File: src/rtl/spi_mem_writer_burst.sv
// SPI-slave burst writer: optional address header, then DW-bit words, each
// emitted as a one-cycle write strobe with an auto-incrementing address.
module spi_mem_writer_burst #(
  parameter int AW    = 8,
  parameter int DW    = 8,
  parameter int DEPTH = 2**AW,
  parameter int WRAP  = 1
) (
  input  logic          clk,
  input  logic          reset_n,
  input  logic          sel,
  input  logic          rising,
  input  logic          falling,
  input  logic          si,
  input  logic          reset_flag,
  input  logic          mode,
  output logic          so,
  output logic          write_enable_out,
  output logic [DW-1:0] data,
  output logic [AW-1:0] addr,
  output logic [AW:0]   word_count,
  output logic          overflow,
  output logic          busy
);

  localparam int HDR_BITS = 8 * ((AW + 7) / 8);
  localparam int SW       = (HDR_BITS > DW) ? HDR_BITS : DW;
  localparam int CW       = $clog2(SW + 1);
  localparam logic [AW:0]   DEPTH_L  = (AW+1)'(DEPTH);
  localparam logic [AW:0]   LAST_L   = (AW+1)'(DEPTH - 1);
  localparam logic [CW-1:0] HDR_LAST = CW'(HDR_BITS - 1);
  localparam logic [CW-1:0] DW_LAST  = CW'(DW - 1);
  localparam logic [AW:0]   WC_MAX   = {(AW+1){1'b1}};

  typedef enum logic [1:0] {S_IDLE = 2'd0, S_HDR = 2'd1, S_DATA = 2'd2} state_e;

  state_e        state_q, state_d;
  logic [SW-1:0] sr_q, sr_d;
  logic [CW-1:0] cnt_q, cnt_d;
  logic          so_q, so_d;
  logic          we_q, we_d;
  logic [DW-1:0] data_q, data_d;
  logic [AW-1:0] addr_q, addr_d;
  logic [AW:0]   wc_q, wc_d;
  logic          ov_q, ov_d;
  logic          exh_q, exh_d;
  logic          busy_q, busy_d;
  logic          shift_s;
  logic [SW-1:0] sr_shift_s;
  logic [AW-1:0] hdr_s;

  assign shift_s    = sel && rising && !reset_flag;
  assign sr_shift_s = {sr_q[SW-2:0], si};

  // State register and all datapath registers.
  always_ff @(posedge clk or negedge reset_n) begin
    if (!reset_n) begin
      state_q <= S_IDLE;
      sr_q    <= '0;
      cnt_q   <= '0;
      so_q    <= 1'b0;
      we_q    <= 1'b0;
      data_q  <= '0;
      addr_q  <= '0;
      wc_q    <= '0;
      ov_q    <= 1'b0;
      exh_q   <= 1'b0;
      busy_q  <= 1'b0;
    end else begin
      state_q <= state_d;
      sr_q    <= sr_d;
      cnt_q   <= cnt_d;
      so_q    <= so_d;
      we_q    <= we_d;
      data_q  <= data_d;
      addr_q  <= addr_d;
      wc_q    <= wc_d;
      ov_q    <= ov_d;
      exh_q   <= exh_d;
      busy_q  <= busy_d;
    end
  end

  // Next-state: header/word assembly, strobe generation, address advance.
  always_comb begin
    state_d = state_q;
    sr_d    = sr_q;
    cnt_d   = cnt_q;
    we_d    = 1'b0;
    data_d  = data_q;
    addr_d  = addr_q;
    wc_d    = wc_q;
    ov_d    = ov_q;
    exh_d   = exh_q;
    hdr_s   = sr_shift_s[AW-1:0];

    // Echo uses the pre-shift MSB even when a shift happens on the same edge.
    if (sel && falling) so_d = sr_q[SW-1];
    else                so_d = so_q;

    // The address advances on the edge that ends each strobe cycle.
    if (we_q) begin
      if ({1'b0, addr_q} < LAST_L) addr_d = addr_q + AW'(1);
      else if (WRAP != 0)          addr_d = '0;
      else                         exh_d  = 1'b1;
    end else begin
      addr_d = addr_q;
    end

    if (reset_flag) begin
      cnt_d   = '0;
      sr_d    = '0;
      wc_d    = '0;
      ov_d    = 1'b0;
      exh_d   = 1'b0;
      state_d = mode ? S_DATA : S_HDR;
    end else if (shift_s) begin
      case (state_q)
        S_HDR: begin
          sr_d = sr_shift_s;
          if (cnt_q == HDR_LAST) begin
            addr_d  = ({1'b0, hdr_s} >= DEPTH_L) ? '0 : hdr_s;
            cnt_d   = '0;
            state_d = S_DATA;
          end else begin
            cnt_d = cnt_q + CW'(1);
          end
        end
        S_DATA: begin
          sr_d = sr_shift_s;
          if (cnt_q == DW_LAST) begin
            cnt_d = '0;
            if (exh_q) begin
              ov_d = 1'b1;
            end else begin
              data_d = sr_shift_s[DW-1:0];
              we_d   = 1'b1;
              if (wc_q != WC_MAX) wc_d = wc_q + (AW+1)'(1);
              else                wc_d = wc_q;
            end
          end else begin
            cnt_d = cnt_q + CW'(1);
          end
        end
        default: begin
          sr_d  = sr_q;
          cnt_d = cnt_q;
        end
      endcase
    end else begin
      sr_d = sr_q;
    end

    busy_d = (state_d != S_IDLE);
  end

  assign so               = so_q;
  assign write_enable_out = we_q;
  assign data             = data_q;
  assign addr             = addr_q;
  assign word_count       = wc_q;
  assign overflow         = ov_q;
  assign busy             = busy_q;

endmodule

File: config.mk
export PLATFORM = sky130hd
export DESIGN_NAME = spi_mem_writer_burst
export DESIGN_NICKNAME = d
export VERILOG_FILES = /design/src/rtl/spi_mem_writer_burst.sv
export SDC_FILE = /design/constraint.sdc
export NUM_CORES = 1
export LEC_CHECK = 0
export BUFFER_PORTS_ARGS = -buffer_cell sky130_fd_sc_hd__clkbuf_2
export CAP_MARGIN = 10
export CORE_ASPECT_RATIO = 0.9
export CORE_MARGIN = 10
export CORE_UTILIZATION = 51
export CTS_BUF_LIST = sky130_fd_sc_hd__clkbuf_16
export DETAILED_ROUTE_END_ITERATION = 8
export MAX_ROUTING_LAYER = met4
export PLACE_DENSITY = 0.84
export SLEW_MARGIN = 20
export SYNTH_ARGS = -nofsm -noshare
export SYNTH_HDL_FRONTEND = slang
export SYNTH_SLANG_ARGS = --single-unit
File: constraint.sdc
create_clock -name clk -period 2.22 [get_ports clk]
set_input_delay 0.222 -clock clk [delete_from_list [all_inputs] [get_ports clk]]
set_output_delay 0.222 -clock clk [all_outputs]
set_load 0.02 [all_outputs]
; ---- Yosys cells after proc, flatten, opt, wreduce, memory -nomap -nowiden
; Index checks and enable logic that the tools add are counted.
[word_totals]
register_bits = 43
[classes]
addsub = 3
n_lt_le_gt_ge = 1
eq_ne = 4
mux = 28
bitwise_logic = 1
reduce_logical = 15
[op_table]
columns = operator, count
row1 = $mux 8, 9
row2 = $mux 9, 5
row3 = $mux 4, 4
row4 = $reduce_and 4->1, 3
row5 = $reduce_bool 2->1, 6
row6 = $mux 2, 5
row7 = $add 9x1->9 const B, 1
row8 = $ne 9x9->1 const B, 1
row9 = $add 8x1->8 const B, 1
row10 = $lt 8x8->1 const B, 1
row11 = $mux 1, 5
row12 = $add 4x1->4 const B, 1
row13 = $eq 4x3->1 const B, 1
row14 = $logic_and 1x1->1, 3
row15 = $eq 2x1->1 const B, 1
row16 = $eq 2x2->1 const B, 1
row17 = $reduce_and 2->1, 1
row18 = $reduce_or 2->1, 1
row19 = $logic_not 1->1, 1
row20 = $not 1->1, 1

; ---- Depth between registers and ports, before layout
; Gate-level depths: netlist of run 1.
[depth]
ltp_word = 7
depth_mapped = 8
depth_no_buf = 8

; ---- Least setup slack after synthesis of run 1
; Ideal clock, no wire load.
[synth_timing]
kind = reg-to-reg
start = reg wc_q[0], in the netlist word_count[0]
end = reg wc_q[5], in the netlist word_count[5]
arrival_ps = 1828
path_slack_ps = 260
stages_incl_launch_ff = 9
path_buffers = 0
cell_sequence = dfrtp_1 > ha_1 > nand3_1 > nor2_1 > ha_1 > nand4b_1 > nor4_1 > xnor2_1 > nor2_1
[synth_via]
elab_chain_len = 6
elab_cells_between_ends = 9
classes_between = add/sub (1) / eq/ne (1) / mux (5) / reduce/logical (2)
[synth_lines]
columns = item, line_no
row1 = "start, declared", 44  ; logic [AW:0] wc_q, wc_d;
row2 = "start signal, assigned", 77  ; wc_q <= wc_d;
row3 = $add 9x1->9, 138  ; if (wc_q != WC_MAX) wc_d = wc_q + (AW+1)'(1);
row4 = $mux 9, 138
row5 = $mux 9, 131  ; if (cnt_q == DW_LAST) begin
row6 = $mux 9, 118  ; case (state_q)
row7 = $mux 9, 117  ; end else if (shift_s) begin
row8 = $mux 9, 110  ; if (reset_flag) begin
; Parallel ways exist; a longest one is shown, timed or not. The select of a mux whose other input is x is not followed.
; A chain may end at the register's enable or synchronous reset.

; ---- Final worst setup path of run 1
[layout_timing]
start = reg wc_q[0], in the netlist word_count[0]
end = reg wc_q[7], in the netlist word_count[7]
; The elaborated chain is that of the path after synthesis.

==> run_results.csv, run 1 <==
group,metric,value,unit
grt,antenna_found_initial,0,
worst_setup_path,r2r-start,"word_count[0]$_DFFE_PN0P_",
clocking,clk_latency,0.28,ns
grt,grt_pass1_vias,1503,
logic_synthesis,yosysSeqAreaShare,53.4,%
clocking,cts_hold_buffers,1,
logic_synthesis,netlist_area,1970,um2
cells_and_area,fin_nets,248,
drt,dr.pass1.iters,4,
worst_setup_path,worstReg2RegEnd,"word_count[7]$_DFFE_PN0P_",
logic_synthesis,synthesis.nets,209,
sta,skew,0.00522,ns
logic_synthesis,synth_seq_cells,42,
sta,holdWs,0.198,ns
worst_setup_path,reg2reg_depth,8,
clocking,cts_buffers,5,
worst_hold_path,min_to,"sr_q[0]$_DFFE_PN0P_",
clocking,post_cts_buffers,0,
drt,drt_iter0_markers,135,
drt,drcViolationCount,0,
floorplanning,core_area,3730,um2
placed_design,io_buffer_count,35,
grt,grt_overflow_total,0,
floorplanning,die_area,6750,um2
sta,hold_viol,0,
logic_synthesis,ys_types,33,
logic_synthesis,synthesis.instances,195,
drt,antenna_left,0,
sta,post-route-min-period,2.04,ns
floorplanning,io-pin-count,37,
grt,grt_usage,13.3,%
cells_and_area,insertedDiodeCount,0,
sta,rsz0062_at_grt,"no",
clocking,cts_tree,"yes",
floorplanning,start_util,52.8,%
floorplanning,rows,21,
clocking,clock_path_buffers,2,
floorplanning,die_w,85.5,um
worst_setup_path,crit_arrival,2.21,ns
worst_setup_path,criticalPathCategory,"reg -> reg",
floorplanning,fp.dieH,79.0,um
logic_synthesis,avgSynthCellArea,10.1,um2
drt,num_vias,1506,
clocking,root_buffer,"clkbuf_16",
placed_design,dpl.hpwl,3040,um
cells_and_area,area_growth,18.7,%
sta,slew_violations,0,
pwr,vdd_drop_max,304,uV
worst_setup_path,cp_max_fo,9,
worst_setup_path,worst_setup_path_start_kind,"register",
cells_and_area,drive_above_1_share,23.9,%
sta,period_share,91.8,%
run_status,outcome,"finished clean",
worst_setup_path,worst-endpoint-required,2.39,ns
worst_setup_path,r2r_setup_slack,0.18,ns
pwr,power_leakage,1.11,nW
logic_synthesis,synth.area.top_cells,"dfrtp_1 (53%), nand2_1 (7.2%), mux2_2 (5.1%)",
worst_hold_path,hold_start,"si",
worst_hold_path,min_path_cells,3,
grt,grt_max_degree,29,
pwr,power_density,660,nW/um2
worst_hold_path,min_path_type,"in -> reg",
job,cap_violations,0,
placed_design,gp_congestion,0.863,
sta,tns,0,ns
drt,wl_per_cell,14.9,um
sta,max_freq,0.491,GHz
worst_setup_path,crit_start,"word_count[0]$_DFFE_PN0P_",
drt,wirelength,4180,um
logic_synthesis,yosys.area.top_type_share,53.4,%
grt,grt_pass1_wl,7130,um
clocking,cts_sinks,42,
clocking,cts-resized-gates,0,
clocking,path_clk_slew,0.06,ns
logic_synthesis,synth_area_leader_cell,"dfrtp_1",
clocking,htreeDepth,2,
drt,via_per_inst,5.38,
logic_synthesis,yosys_warnings,0,
worst_setup_path,worstSetupEndpointType,"register",
sta,final-setup-viol-count,0,
## area by class of cell
cell class,instances,area (um2)
fill,312,1390
tap,46,57.6
inverter,6,22.5
clock inverter,2,7.51
timing repair buffer,40,215
sequential,42,1050
multi-input combinational,139,860
clock buffer,5,125
## kinds of logic after synthesis
kind of cell / Yosys count / share of synthesized area (%)
and+or+nand+nor: 80 / 20.4
DFF: 42 / 53.4
AOI/OAI and AO/OA: 28 / 7.37
xor gates and xnor gates: 14 / 6.23
buffers and inverters: 14 / 2.99
muxes: 10 / 5.65
adders and majority gates: 6 / 3.81
other: 1 / 0.190
## cell usage after synthesis
library cell and count:
or3_1 1, dfrtp_1 42, nor2b_1 2, nand3b_4 1, mux2i_1 1, a21o_1 1
and3_1 1, mux2_2 9, nand4b_1 1, conb_1 1, or2_1 1, nor4_4 1
nand2_1 38, nand2b_1 2, nand3_1 4, xnor2_1 9, nor2_1 12, buf_4 1
or2_2 1, buf_2 2, inv_1 6, a21oi_1 15, nor3_1 4, nor4_1 4
o21bai_1 1, nand4_1 4, clkbuf_1 5, xor2_1 5, and3b_1 1, ha_1 6
or4_1 1, o21ai_0 11, nand3b_1 1
## cell usage in the layout (no fill, tap or decap), types with 2 or more instances in the layout
cell | netlist | final
nor2b_1 | 2 | 2
a21oi_1 | 15 | 15
o21ai_0 | 11 | 11
xnor2_1 | 9 | 9
mux2_2 | 9 | 9
inv_1 | 6 | 8
ha_1 | 6 | 6
dfrtp_1 | 42 | 42
clkbuf_2 | 0 | 35
nor2_1 | 12 | 12
xor2_1 | 5 | 5
nand3_1 | 4 | 4
nand2_1 | 38 | 38
clkbuf_16 | 0 | 5
nand4_1 | 4 | 4
buf_4 | 1 | 4
nand2b_1 | 2 | 2
nor3_1 | 4 | 4
nor4_1 | 4 | 4
## metal layers
layer | global-route usage (%) | vias to the layer above | part of all wire (%)
met3 | 4.59 | 6 | 3.7
met1 | 15.7 | 738 | 46
met4 | 6.09 | 0 | 1.7
li1 | - | 737 | -
met2 | 20.1 | 25 | 48
met5 | - | - | 0
## critical path: stages (launching register included)
cell and delay (ns):
dfrtp_1 0.42, ha_1 0.24, nand3_1 0.08, nor2_1 0.04, ha_1 0.16, nand4b_1 0.36, nor4_1 0.40, xnor2_1 0.16
nor2_1 0.05
## sequential cells by signal, summed over array words and instances (netlist names)
signal / count
sr_q: 8
state_q: 2
word_count: 9
addr: 8
busy: 1
so: 1
write_enable_out: 1
cnt_q: 4
data: 8
## metrics by stage
| step | total power, W | util [%] | cell area [um2] | cells | setup WS, ns |
|---|---|---|---|---|---|
| after global routing | 0.00160 | 62.7 | 2340 | 280 | 0.00222 |
| after floorplan | 0.000848 | - | 1970 | 195 | 0.260 |
| after CTS | 0.00155 | 62.7 | 2340 | 280 | 0.212 |
| after detailed placement | 0.000890 | 58.9 | 2200 | 272 | 0.214 |
| after global placement | 0.000887 | 58.9 | 2200 | 272 | 0.279 |
| final | 0.00154 | 62.7 | 2340 | 280 | 0.182 |
## report_power, final
group	total, W	internal (W)	switching [W]
clock network	0.000668	0.000401	0.000266
registers	0.000788	0.000777	0.0000109
logic	0.0000882	0.0000285	0.0000597
## how the worst max path moves through the flow
stage                                end  slack, ns  depth (start not counted)
2_1_floorplan  word_count[5]$_DFFE_PN0P_       0.26                          8
3_3_place_gp   word_count[5]$_DFFE_PN0P_       0.28                          8
3_5_place_dp   word_count[7]$_DFFE_PN0P_       0.21                          8
4_1_cts        word_count[7]$_DFFE_PN0P_       0.21                          8
5_1_grt        word_count[7]$_DFFE_PN0P_      0.002                          8
6_report       word_count[7]$_DFFE_PN0P_       0.18                          8
(Power assumes the default switching activity.)
==> run 2: changes to the inputs <==
Settings changed: CELL_PAD_IN_SITES_DETAIL_PLACEMENT set to 1, CELL_PAD_IN_SITES_GLOBAL_PLACEMENT set to 1, CORE_UTILIZATION 51 to 42, PLACE_DENSITY 0.84 to 0.88.
==> run 2 against run 1 <==
Routed wire length is 23% higher. Highest routed layer unchanged. Largest power group unchanged. Critical path type unchanged. Count of clock-buffer cells in the layout stayed put. Die area is 16% higher. Combinational power is 3.7% higher.
==> run_results.csv, run 2 (synthesis results as in run 1) <==
group,metric,value,unit
cells_and_area,final_common_cell,"dfrtp_1",
worst_setup_path,r2r_setup_slack,0.13,ns
cells_and_area,register_area,1050,um2
floorplanning,rows,23,
sta,slew_violations,0,
drt,drcViolationCount,0,
sta,worst_slew_pin_slew,0.934,ns
floorplanning,fp.dieH,85.0,um
sta,rsz0062_at_grt,"yes",
grt,grt_pass1_wl,8530,um
grt,grt_usage,14.0,%
clocking,path_clk_slew,0.07,ns
pwr,power_leakage,1.11,nW
clocking,clock_path_buffers,2,
worst_setup_path,worst-endpoint-required,2.40,ns
worst_setup_path,worstSetupEndpointType,"register",
floorplanning,io-pin-count,37,
worst_setup_path,worstReg2RegEnd,"word_count[7]$_DFFE_PN0P_",
clocking,clk_latency,0.29,ns
cells_and_area,mostFrequentLayoutCells,"dfrtp_1 (42), nand2_1 (38), clkbuf_2 (35)",
drt,dr.pass1.iters,4,
cells_and_area,nFillCells,522,
worst_setup_path,r2r-start,"word_count[0]$_DFFE_PN0P_",
clocking,post_cts_buffers,0,
clocking,cts_buffers,5,
sta,relSlewSlack,37.7,%
cells_and_area,multi_input_area,866,um2
grt,antenna_found_initial,0,
job,cap_violations,0,
sta,final.setup.worst_slack,0.127,ns
worst_setup_path,crit_arrival,2.27,ns
worst_setup_path,criticalPathCategory,"reg -> reg",
cells_and_area,fin_nets,248,
placed_design,post_dp_cell_area,2220,um2
cells_and_area,largest_reg_flops,9,
worst_setup_path,slowest_stage,"dfrtp_1",
drt,wl_per_cell,17.3,um
clocking,cts-resized-gates,0,
worst_setup_path,cp_max_fo,9,
worst_setup_path,crit_chain,"ha_1 -> nand3_1 -> nor2_1 -> ha_1 -> nand4b_1 -> nor4_1 -> xnor2_1 -> nor2_1",
pwr,power_density,677,nW/um2
grt,grt_pass1_vias,1639,
worst_hold_path,min_path_type,"in -> async",
clocking,root_buffer,"clkbuf_16",
cells_and_area,drive_above_1_share,26.0,%
cells_and_area,area_growth,20.8,%
grt,grt_overflow_total,0,
placed_design,io_buffer_count,35,
cells_and_area,final_cell_area,2380,um2
floorplanning,die_area,7830,um2
floorplanning,core_area,4490,um2
drt,drt_iter0_markers,80,
clocking,htreeDepth,2,
run_status,outcome,"finished clean",
sta,skew,0.00776,ns
placed_design,gp_congestion,0.802,
worst_setup_path,worst_setup_path_start_kind,"register",
worst_setup_path,cp_num_buf_inv,0,
floorplanning,start_util,43.9,%
placed_design,dpl.hpwl,3600,um
clocking,cts_hold_buffers,0,
sta,tns,0,ns
sta,final-setup-viol-count,0,
clocking,cts_tree,"yes",
worst_setup_path,max_stage_delay,0.42,ns
placed_design,pre_cts_ws,0.189,ns
sta,period_share,94.3,%
sta,hold_viol,0,
drt,num_vias,1521,
drt,wirelength,5130,um
floorplanning,die_w,92.2,um
cells_and_area,insertedDiodeCount,0,
clocking,cts_sinks,42,
worst_setup_path,critical-path-top-delay-family,"simple AND/OR/NAND/NOR gates",
pwr,vdd_drop_max,291,uV
sta,post-route-min-period,2.09,ns
worst_setup_path,reg2reg_depth,8,
drt,via_per_inst,5.12,
drt,antenna_left,0,
sta,max_freq,0.478,GHz
grt,grt_max_degree,38,
[run 2: per-stage QoR]
stage	total power [W]	utilization, %	hold WS (ns)	cells
after floorplan	0.000848	-	-0.0736	195
after global placement	0.000890	49.5	0.397	289
after detailed placement	0.000894	49.5	0.406	289
after CTS	0.00163	52.8	0.0988	297
after global routing	0.00167	53.0	0.142	297
final	0.00161	53.0	0.0680	297
[run 2: layout make-up]
type	instances	area share, %
repair buffers	40	8.94
inverters	6	0.947
well taps	62	3.26
multi-input cells	139	36.4
flip-flops and latches	42	44.2
clock inverters	3	0.999
clock buffers	5	5.26
[run 2: per-layer routing]
metal / global-route usage, % / vias to the layer above / wire [um] / part of all wire [%]
met1: 15.3 / 760 / 2190 / 43
li1: - / 733 / - / -
met3: 3.08 / 4 / 167 / 3.3
met4: 4.20 / 0 / 36 / 0.70
met2: 24.7 / 24 / 2740 / 53
met5: - / - / 0 / 0
[run 2: how the worst max path moves through the flow]
stage                               from  cells after the start  slack (ns)                         to
2_1_floorplan  word_count[0]$_DFFE_PN0P_                      8        0.26  word_count[5]$_DFFE_PN0P_
3_3_place_gp   word_count[0]$_DFFE_PN0P_                      8        0.26  word_count[5]$_DFFE_PN0P_
3_5_place_dp   word_count[0]$_DFFE_PN0P_                      8        0.19  word_count[5]$_DFFE_PN0P_
4_1_cts        word_count[0]$_DFFE_PN0P_                      8        0.14  word_count[5]$_DFFE_PN0P_
5_1_grt        word_count[0]$_DFFE_PN0P_                      8       -0.03  word_count[6]$_DFFE_PN0P_
6_report       word_count[0]$_DFFE_PN0P_                      8        0.13  word_count[7]$_DFFE_PN0P_
[run 2: power breakdown]
group	switching, W	internal, W	leakage, nW	total [W]
sequential	0.0000120	0.000776	0.555	0.000788
clock	0.000309	0.000420	0.0664	0.000729
combinational	0.0000629	0.0000286	0.488	0.0000915
total	0.000384	0.00123	1.11	0.00161
